`src/rtl/status_flag_unit.sv`:
```
// Condition-code producer: computes NZCV from ALU results and commits them
// to the CPSR flag register, with MSR writes and SPSR save/restore.
module status_flag_unit #(
    parameter int         WIDTH      = 32,
    parameter logic [3:0] RESET_NZCV = 4'h0
) (
    input  logic             clk,
    input  logic             rst_n,
    input  logic             res_valid,
    input  logic [WIDTH-1:0] res_value,
    input  logic             res_carry,
    input  logic             res_overflow,
    input  logic [1:0]       res_kind,
    input  logic             set_flags,
    input  logic             cond_pass,
    input  logic             msr_valid,
    input  logic [3:0]       msr_flags,
    input  logic             exc_entry,
    input  logic             exc_return,
    output logic             flag_n,
    output logic             flag_z,
    output logic             flag_c,
    output logic             flag_v,
    output logic [3:0]       spsr_flags,
    output logic             flags_pending
);

    localparam logic [1:0] KIND_ARITH = 2'b00;
    localparam logic [1:0] KIND_LOGIC = 2'b01;
    localparam logic [1:0] KIND_MUL   = 2'b10;

    logic [3:0] cpsr;
    logic [3:0] cpsr_next;

    logic       s1_valid;
    logic [3:0] s1_flags;
    logic       s1_wc;
    logic       s1_wv;

    logic       accept;
    logic [3:0] acc_flags;
    logic       acc_wc;
    logic       acc_wv;
    logic [3:0] commit_flags;

    assign accept = res_valid & set_flags & cond_pass & (res_kind != 2'b11);

    always_comb begin
        acc_flags    = 4'b0000;
        acc_wc       = 1'b0;
        acc_wv       = 1'b0;
        acc_flags[3] = res_value[WIDTH-1];
        acc_flags[2] = (res_value == '0);
        acc_flags[1] = res_carry;
        acc_flags[0] = res_overflow;
        unique case (res_kind)
            KIND_ARITH: begin
                acc_wc = 1'b1;
                acc_wv = 1'b1;
            end
            KIND_LOGIC: acc_wc = 1'b1;
            KIND_MUL:   acc_wc = 1'b0;
            default:    acc_wc = 1'b0;
        endcase
    end

    // Kept C/V bits resolve against the CPSR as it stands at commit time,
    // so an intervening MSR or exception return is honoured.
    always_comb begin
        commit_flags    = s1_flags;
        commit_flags[1] = s1_wc ? s1_flags[1] : cpsr[1];
        commit_flags[0] = s1_wv ? s1_flags[0] : cpsr[0];
    end

    always_comb begin
        cpsr_next = cpsr;
        if (exc_return) begin
            cpsr_next = spsr_flags;
        end else if (msr_valid) begin
            cpsr_next = msr_flags;
        end else if (s1_valid) begin
            cpsr_next = commit_flags;
        end
    end

    // Stage 1 always empties (commit or drop), so it simply reloads
    // with whatever stage 0 accepts this cycle.
    always_ff @(posedge clk or negedge rst_n) begin
        if (!rst_n) begin
            s1_valid <= 1'b0;
            s1_flags <= 4'b0000;
            s1_wc    <= 1'b0;
            s1_wv    <= 1'b0;
        end else begin
            s1_valid <= accept;
            if (accept) begin
                s1_flags <= acc_flags;
                s1_wc    <= acc_wc;
                s1_wv    <= acc_wv;
            end
        end
    end

    always_ff @(posedge clk or negedge rst_n) begin
        if (!rst_n) begin
            cpsr       <= RESET_NZCV;
            spsr_flags <= 4'b0000;
        end else begin
            cpsr <= cpsr_next;
            if (exc_entry) begin
                spsr_flags <= cpsr_next;
            end
        end
    end

    assign flag_n        = cpsr[3];
    assign flag_z        = cpsr[2];
    assign flag_c        = cpsr[1];
    assign flag_v        = cpsr[0];
    assign flags_pending = s1_valid;

endmodule
```
`config.mk`:
```
export PLATFORM = sky130hd
export DESIGN_NAME = status_flag_unit
export DESIGN_NICKNAME = d
export VERILOG_FILES = /design/src/rtl/status_flag_unit.sv
export SDC_FILE = /design/constraint.sdc
export NUM_CORES = 1
export LEC_CHECK = 0
export BUFFER_PORTS_ARGS = -buffer_cell sky130_fd_sc_hd__clkbuf_2
export CAP_MARGIN = 0
export CORE_UTILIZATION = 34
export DETAILED_ROUTE_END_ITERATION = 10
export GPL_TIMING_DRIVEN = 0
export HOLD_SLACK_MARGIN = 0.06
export PLACE_DENSITY = 0.78
export SLEW_MARGIN = 40
export SYNTH_ARGS = -nofsm -noshare
export SYNTH_HDL_FRONTEND = slang
export SYNTH_SLANG_ARGS = --single-unit
```
`constraint.sdc`:
```
create_clock -name clk -period 1.1 [get_ports clk]
set_input_delay 0.055 -clock clk [delete_from_list [all_inputs] [get_ports clk]]
set_output_delay 0.055 -clock clk [all_outputs]
set_load 0.01 [all_outputs]
```
Word-level counts from Yosys, hierarchy flattened
Index checks and enable logic that the tools add are counted.
{"block": "word_totals", "register_bits": 15}
{"block": "classes", "eq_ne": 2, "n_mux": 7, "bitwise_logic": 3, "reduce_logical": 3}
{"operator": "$logic_not A32 Y1", "count": 1}
{"operator": "$mux W4", "count": 3}
{"operator": "$mux W1", "count": 4}
{"operator": "$and A1 B1 Y1", "count": 3}
{"operator": "$eq A2 B1 Y1 const B", "count": 1}
{"operator": "$logic_not A2 Y1", "count": 1}
{"operator": "$ne A2 B2 Y1 const B", "count": 1}
{"operator": "$reduce_or A2 Y1", "count": 1}

Logic depth before layout (Yosys ltp)
Gate-level depths: netlist of run 1.
{"block": "depth", "word_depth": 4, "ltp_mapped": 4, "depth_no_buf": 3}

Least setup slack after synthesis of run 1
No wires, ideal clock.
{"block": "synth_path", "kind": "flip-flop to flip-flop", "startpoint": "register s1_valid (netlist: flags_pending)", "endpoint": "register spsr_flags[3]", "setup_ns": 0.128, "t_arrival_ns": 1.007, "t_required_ns": 0.972, "setup_slack_ns": -0.035, "path_stages_with_launch": 4, "path_buffers": 0, "path_cell_list": "dfrtp_1 mux2_2 mux2i_1 o21ai_0"}
{"block": "synth_between", "elab_chain_cells": 3}
{"element": "start, declared", "line": "35", "rtl": "logic s1_valid;"}
{"element": "start signal, assigned", "line": "95", "rtl": "s1_valid <= accept;"}
{"element": "$mux W4", "line": "81", "rtl": "end else if (s1_valid) begin"}
{"element": "$mux W4", "line": "79", "rtl": "end else if (msr_valid) begin"}
{"element": "$mux W4", "line": "77", "rtl": "if (exc_return) begin"}
{"element": "end signal, assigned", "line": "111", "rtl": "spsr_flags <= cpsr_next;"}
{"element": "end, declared", "line": "24", "rtl": "output logic [3:0] spsr_flags,"}
No other way between the ends.
A chain may end at the register's enable or synchronous reset.

Final worst setup path of run 1
{"block": "layout_path", "startpoint": "register s1_valid (netlist: flags_pending)", "endpoint": "register cpsr[3]"}
{"block": "layout_between", "elab_chain_cells": 3}
{"element": "$mux W4", "line": "81"}
{"element": "$mux W4", "line": "79"}
{"element": "$mux W4", "line": "77"}
{"element": "net cpsr_next[3]", "line": "33", "rtl": "logic [3:0] cpsr_next;"}
{"element": "end signal, assigned", "line": "109", "rtl": "cpsr <= cpsr_next;"}
{"element": "end, declared", "line": "32", "rtl": "logic [3:0] cpsr;"}
The timed path passes the listed nets, and every way through them passes these cells.

==> results.json, run 1 <==
{
  "io_pins": 57,
  "drc": 0,
  "cts_num_sinks": 15,
  "synthesis.nets": 117,
  "setup_viol": 4,
  "preCtsSetupSlack_ns": -0.06818,
  "crit_fanout": 7,
  "failed_checks": "negative setup slack",
  "final_util_pct": 59.81,
  "slowest_stage": "dfrtp_2",
  "crit_path_max_incr_delay_ns": 0.47,
  "clk_pin_slew_ns": 0.08,
  "rows": 16,
  "worstMarginPinSlew_ns": 0.3595,
  "end_kind": "flip-flop",
  "timing.final.crit_share_pct": 104.6,
  "first_iter_violations": 3,
  "drive_gt1_share_pct": 52.94,
  "grt_pass1_vias": 825,
  "rsz0062_at_grt": "true",
  "critPathKind": "reg -> reg",
  "crit_chain": "mux2_4 > mux2i_4 > o21ai_2",
  "vdd_drop_max_mv": 0.4830,
  "holdCritPathClass": "in -> reg",
  "setup_slack_ns": -0.05061,
  "status": "complete, but fails checks",
  "synthDistinctLibCells": 20,
  "coreArea_um2": 2002,
  "ys_ff_latch": 15,
  "grt.overflow.total": 0,
  "initial_utilization_pct": 36.69,
  "wl_per_cell_um": 11.41,
  "layout.cells.non_filler": 163,
  "grt_max_degree": 16,
  "max_freq_mhz": 869.1,
  "dpl.hpwl_um": 1523,
  "antenna_found_initial": 0,
  "avgSynthCellArea_um2": 10.64,
  "cellPowerDensity_nw_per_um2": 1136,
  "antenna_left": 0,
  "die_h_um": 48.48,
  "tritoncts": "done",
  "place_inst": 151,
  "grt_pass1_wl_um": 3243,
  "n_antenna_cell": 0,
  "maxSlewViolCount": 0,
  "finClkSkew_ns": 0.0005250,
  "synth-seq-area-share_pct": 51.11,
  "relSlewSlack_pct": 76.04,
  "worstSkewPairLatency_ns": 0.27,
  "ys_warn_count": 0,
  "netlist_area_um2": 734.5,
  "cts_buffers": 3,
  "p_leak_nw": 0.6123,
  "via_per_inst": 4.963,
  "finalCriticalPeriod_ns": 1.151,
  "die_area_um2": 2350,
  "cp.required_ns": 1.26,
  "syn_inst": 69,
  "die_x_um": 48.48,
  "wl_um": 1860,
  "area_growth_pct": 63.03,
  "vias": 809,
  "cap_viol_max_count": 0,
  "worstPathArrival_ns": 1.31,
  "root_buffer": "clkbuf_4",
  "gp_congestion": 0.8015,
  "htree_num_levels": 1,
  "layout.nets": 185,
  "cts_max_path_buffers": 2,
  "hold_violations": 0,
  "dr.pass1.iters": 3,
  "port-buffer-count": 55,
  "worst_setup_path_start_kind": "flip-flop",
  "hold_ws_ns": 0.05722,
  "grtUsageTotal_pct": 18.03
}
[cell usage in the layout, fill, tap and decap left out]
master and instances:
clkbuf_2 55, dfrtp_1 14, nand2_1 8, nor4_1 8, dlygate4sd3_1 8, o21ai_0 6, mux2_4 5, o21ai_1 4
nand2b_1 3, clkbuf_4 3, clkbuf_1 2, and3_1 2, a21boi_0 2, o31ai_2 2, mux2i_4 2, nand4_1 2
nand3_2 1, and2_1 1, or2_1 1, buf_6 1, inv_1 1, o21ai_2 1, nor3_1 1, a21o_2 1
o31ai_1 1, dfrtp_2 1
[cell usage after synthesis]
library cell  number  share of area (%)
dfrtp_1           15                 51
o21ai_0           11                7.5
nand2_1            8                4.1
nor4_1             8                6.8
mux2_4             3                6.1
nand2b_1           3                2.6
o31ai_1            3                3.1
a21boi_0           2                2.0
and3_1             2                1.7
mux2_2             2                3.1
mux2i_1            2                2.7
nand4_1            2                1.7
a21o_2             1                1.2
and2_1             1               0.85
buf_6              1                1.5
clkbuf_1           1               0.51
inv_1              1               0.51
nand3_2            1                1.4
nor3_1             1               0.68
or2_1              1               0.85
[flip-flops by register name (all words and copies together), names as in the netlist]
signal,flops
cpsr,4
s1_flags,4
spsr_flags,4
flags_pending,1
s1_wc,1
s1_wv,1
[power by group]
part           total, W  switching, W  internal [W]
logic          0.000374      0.000156      0.000218
clock network  0.000299      0.000158      0.000140
registers      0.000688     0.0000540      0.000634
[critical path, delay by kind of cell (launching register included)]
family	cells	cell delay, ns
muxes	2	0.48
DFF	1	0.47
AOI/OAI and AO/OA	1	0.09
[path summary, 6_finish.rpt]
| path | from | end | slack (ns) | cells past startpoint |
|---|---|---|---|---|
| min in group asynchronous | rst_n | cpsr[2]$_DFF_PN0_ | 0.22 | 2 |
| min reg2reg | s1_wv$_DFFE_PN0P_ | s1_wv$_DFFE_PN0P_ | 0.50 | 1 |
| min | res_value[4] | s1_flags[2]$_DFFE_PN0P_ | 0.06 | 4 |
| max in group asynchronous | rst_n | flags_pending$_DFF_PN0_ | 0.60 | 2 |
| max | flags_pending$_DFF_PN0_ | cpsr[3]$_DFF_PN0_ | -0.05 | 3 |
| max reg2reg | flags_pending$_DFF_PN0_ | cpsr[3]$_DFF_PN0_ | -0.05 | 3 |
[per-layer routing]
metal  global-route usage, %  wire length, µm  up-vias  share of wire (%)
met5                       0                0        -                  0
met3                   3.774              164        2                8.8
li1                        -                -      391                  -
met1                   20.77              739      366                 40
met2                   31.69              946       50                 51
met4                   8.824               10        0               0.54
[kinds of logic after synthesis]
| group | Yosys count | synth area share (%) |
|---|---|---|
| and+or+nand+nor | 27 | 20.61 |
| AOI/OAI and AO/OA | 17 | 13.80 |
| buffers and inverters | 3 | 2.554 |
| muxes | 7 | 11.92 |
| DFF | 15 | 51.11 |
[layout make-up]
class                      instances  area (µm²)
fill                             192       804.5
multi-input combinational         51       386.6
sequential                        15       376.6
timing repair buffer              63       355.3
tap                               27       33.78
clock buffer                       4       26.28
buffer                             2       15.01
inverter                           1       3.754
[stage by stage]
step | total power [W] | setup TNS (ns) | cell area (µm²)
after floorplan | 0.0008366 | 0 | 735.7
after detailed placement | 0.001012 | -0.2483 | 1045
after global placement | 0.0009964 | -0.1034 | 1045
after global routing | 0.001448 | -0.4485 | 1197
final | 0.001361 | -0.1614 | 1197
after CTS | 0.001346 | -0.4202 | 1159
[repair_timing]
action / CTS / global route
hold buffers: 8 / 0
endpoints found under the hold margin: 20 / 0
buffers inserted: 0 / 0
gates resized for setup: 4 / 10
pin swaps: 0 / 4
setup endpoints to repair: 8 / 8
(Power assumes the default switching activity.)
==> inputs of run 2 (changes only) <==
Settings changed: REMOVE_ABC_BUFFERS from default to 1.
==> results.json, run 2 (synthesized netlist as in run 1, its figures left out) <==
{
  "dr.pass1.iters": 4,
  "setup_slack_ns": -0.06034,
  "maxSlewViolCount": 0,
  "die_h_um": 48.48,
  "status": "complete, but fails checks",
  "coreArea_um2": 2002,
  "drc": 0,
  "layout_common_cells": "clkbuf_2, dfrtp_1, dlygate4sd3_1, nand2_1",
  "worstSkewPairLatency_ns": 0.27,
  "die_x_um": 48.48,
  "final_common_cell": "clkbuf_2",
  "cp.required_ns": 1.25,
  "rsz0062_at_grt": "true",
  "timing.final.crit_share_pct": 105.5,
  "cts_num_sinks": 15,
  "htree_num_levels": 1,
  "area_growth_pct": 63.54,
  "place_inst": 150,
  "drive_gt1_share_pct": 54.41,
  "cts_max_path_buffers": 2,
  "p_leak_nw": 0.6208,
  "worstPathArrival_ns": 1.31,
  "hold_start": "exc_return",
  "crit_chain": "mux2_4 > mux2i_1 > o21ai_1",
  "max_freq_mhz": 861.8,
  "failed_checks": "negative setup slack",
  "p_seq_share_pct": 51.1,
  "grt.overflow.total": 0,
  "grtUsageTotal_pct": 18.67,
  "crit_path_max_incr_delay_ns": 0.47,
  "worstMarginPinSlew_ns": 0.3969,
  "r2r_start": "flags_pending$_DFF_PN0_",
  "port-buffer-count": 56,
  "cts_buffers": 3,
  "antenna_found_initial": 0,
  "first_iter_violations": 2,
  "wl_per_cell_um": 12.28,
  "tritoncts": "done",
  "dpl.hpwl_um": 1476,
  "grt_pass1_vias": 783,
  "finClkSkew_ns": 0.003914,
  "relSlewSlack_pct": 73.30,
  "setup_viol": 8,
  "crit_fanout": 6,
  "switching_share_pct": 27.88,
  "io_pins": 57,
  "gp_congestion": 0.7663,
  "root_buffer": "clkbuf_4",
  "p_int_w": 0.0009811,
  "vdd_drop_max_mv": 0.5942,
  "worst_setup_path_start_kind": "flip-flop",
  "cap_viol_max_count": 0,
  "switching_power_w": 0.0003793,
  "layout.nets": 185,
  "initial_utilization_pct": 36.69,
  "finalCriticalPeriod_ns": 1.160,
  "vias": 795,
  "via_per_inst": 4.877,
  "holdCritPathClass": "in -> reg",
  "wl_um": 2002,
  "n_antenna_cell": 0,
  "critPathKind": "reg -> reg",
  "die_area_um2": 2350,
  "setup_tns_ns": -0.2901,
  "layout.cells.non_filler": 163,
  "grt_max_degree": 16,
  "clkPwrFrac_pct": 21.9,
  "grt_pass1_wl_um": 3298,
  "hold_ws_ns": 0.06491,
  "slowest_stage": "dfrtp_2",
  "clk_pin_slew_ns": 0.09,
  "rows": 16,
  "hold_violations": 0,
  "end_kind": "flip-flop",
  "antenna_left": 0,
  "power_frac_comb_pct": 27.1,
  "startpoint": "flags_pending$_DFF_PN0_",
  "cellPowerDensity_nw_per_um2": 1133,
  "reg.largest.list": "cpsr x4, s1_flags x4, spsr_flags x4"
}
run 2: cell types whose count changed in the layout (fill, tap and decap cells not counted), sizes merged:
cell / before / now
clkbuf: 60 / 58
clkinv: 0 / 1
dlygate4sd3: 8 / 9
run 2: through the flow:
step                      utilization (%)  setup slack [ns]  instance area, µm²  power (W)
after global routing                60.00           -0.1080                1201   0.001456
after floorplan                         -          -0.03507               719.4  0.0008302
after global placement              51.63          -0.07472                1033  0.0009946
after detailed placement            51.63           -0.1211                1033   0.001012
final                               60.00          -0.06034                1201   0.001360
after CTS                           58.38          -0.05261                1169   0.001350
run 2: final cells by class:
type                            count  area, µm²
Tap cell                           27      33.78
Clock inverter                      1      5.005
Inverter                            1      3.754
Sequential cell                    15      376.6
Timing Repair Buffer               65      372.9
Clock buffer                        3      22.52
Multi-Input combinational cell     51      386.6
Fill cell                         178      800.8
run 2: critical path, delay by kind of cell, from the launching register on:
kind	cells	cell delay, ns
muxes	2	0.49
DFF	1	0.47
AOI/OAI and AO/OA	1	0.08
run 2: worst paths after layout:
| check | slack [ns] | cells after the start | to |
|---|---|---|---|
| worst max-delay path | -0.06 | 3 | spsr_flags[2]$_DFFE_PN0P_ |
| worst min-delay path | 0.06 | 2 | cpsr[0]$_DFF_PN0_ |
| worst max register to register | -0.06 | 3 | spsr_flags[2]$_DFFE_PN0P_ |
| worst min register to register | 0.52 | 1 | s1_flags[1]$_DFFE_PN0P_ |
| max in group asynchronous | 0.59 | 2 | flags_pending$_DFF_PN0_ |
| min in group asynchronous | 0.23 | 2 | s1_flags[1]$_DFFE_PN0P_ |
run 2: what timing repair did:
item | in CTS | in global routing
resized for setup | 5 | 14
endpoints found under the hold margin | 20 | 0
hold buffers | 9 | 0
pin swaps | 2 | 6
setup endpoints to repair | 8 | 10
setup buffers | 1 | 0
run 2: power groups by stage:
| stage | registers, W | clock network, W | logic, W |
|---|---|---|---|
| detailed placement | 0.000703 | 0 | 0.000309 |
| CTS | 0.000693 | 0.000311 | 0.000347 |
| global placement | 0.000697 | 0 | 0.000298 |
| global route | 0.000706 | 0.000346 | 0.000404 |
| finish | 0.000695 | 0.000298 | 0.000368 |
| floorplan | 0.000708 | 0 | 0.000123 |
run 2: per-layer routing:
layer  vias up  GRT usage (%)  routed length [µm]  part of all wire [%]
met5         -              0                   0                     0
met4         0          10.78                  42                   2.1
met3         4          4.088                 178                   8.9
met2        54          31.46                 967                    48
met1       348          21.84                 814                    41
li1        389              -                   -                     -
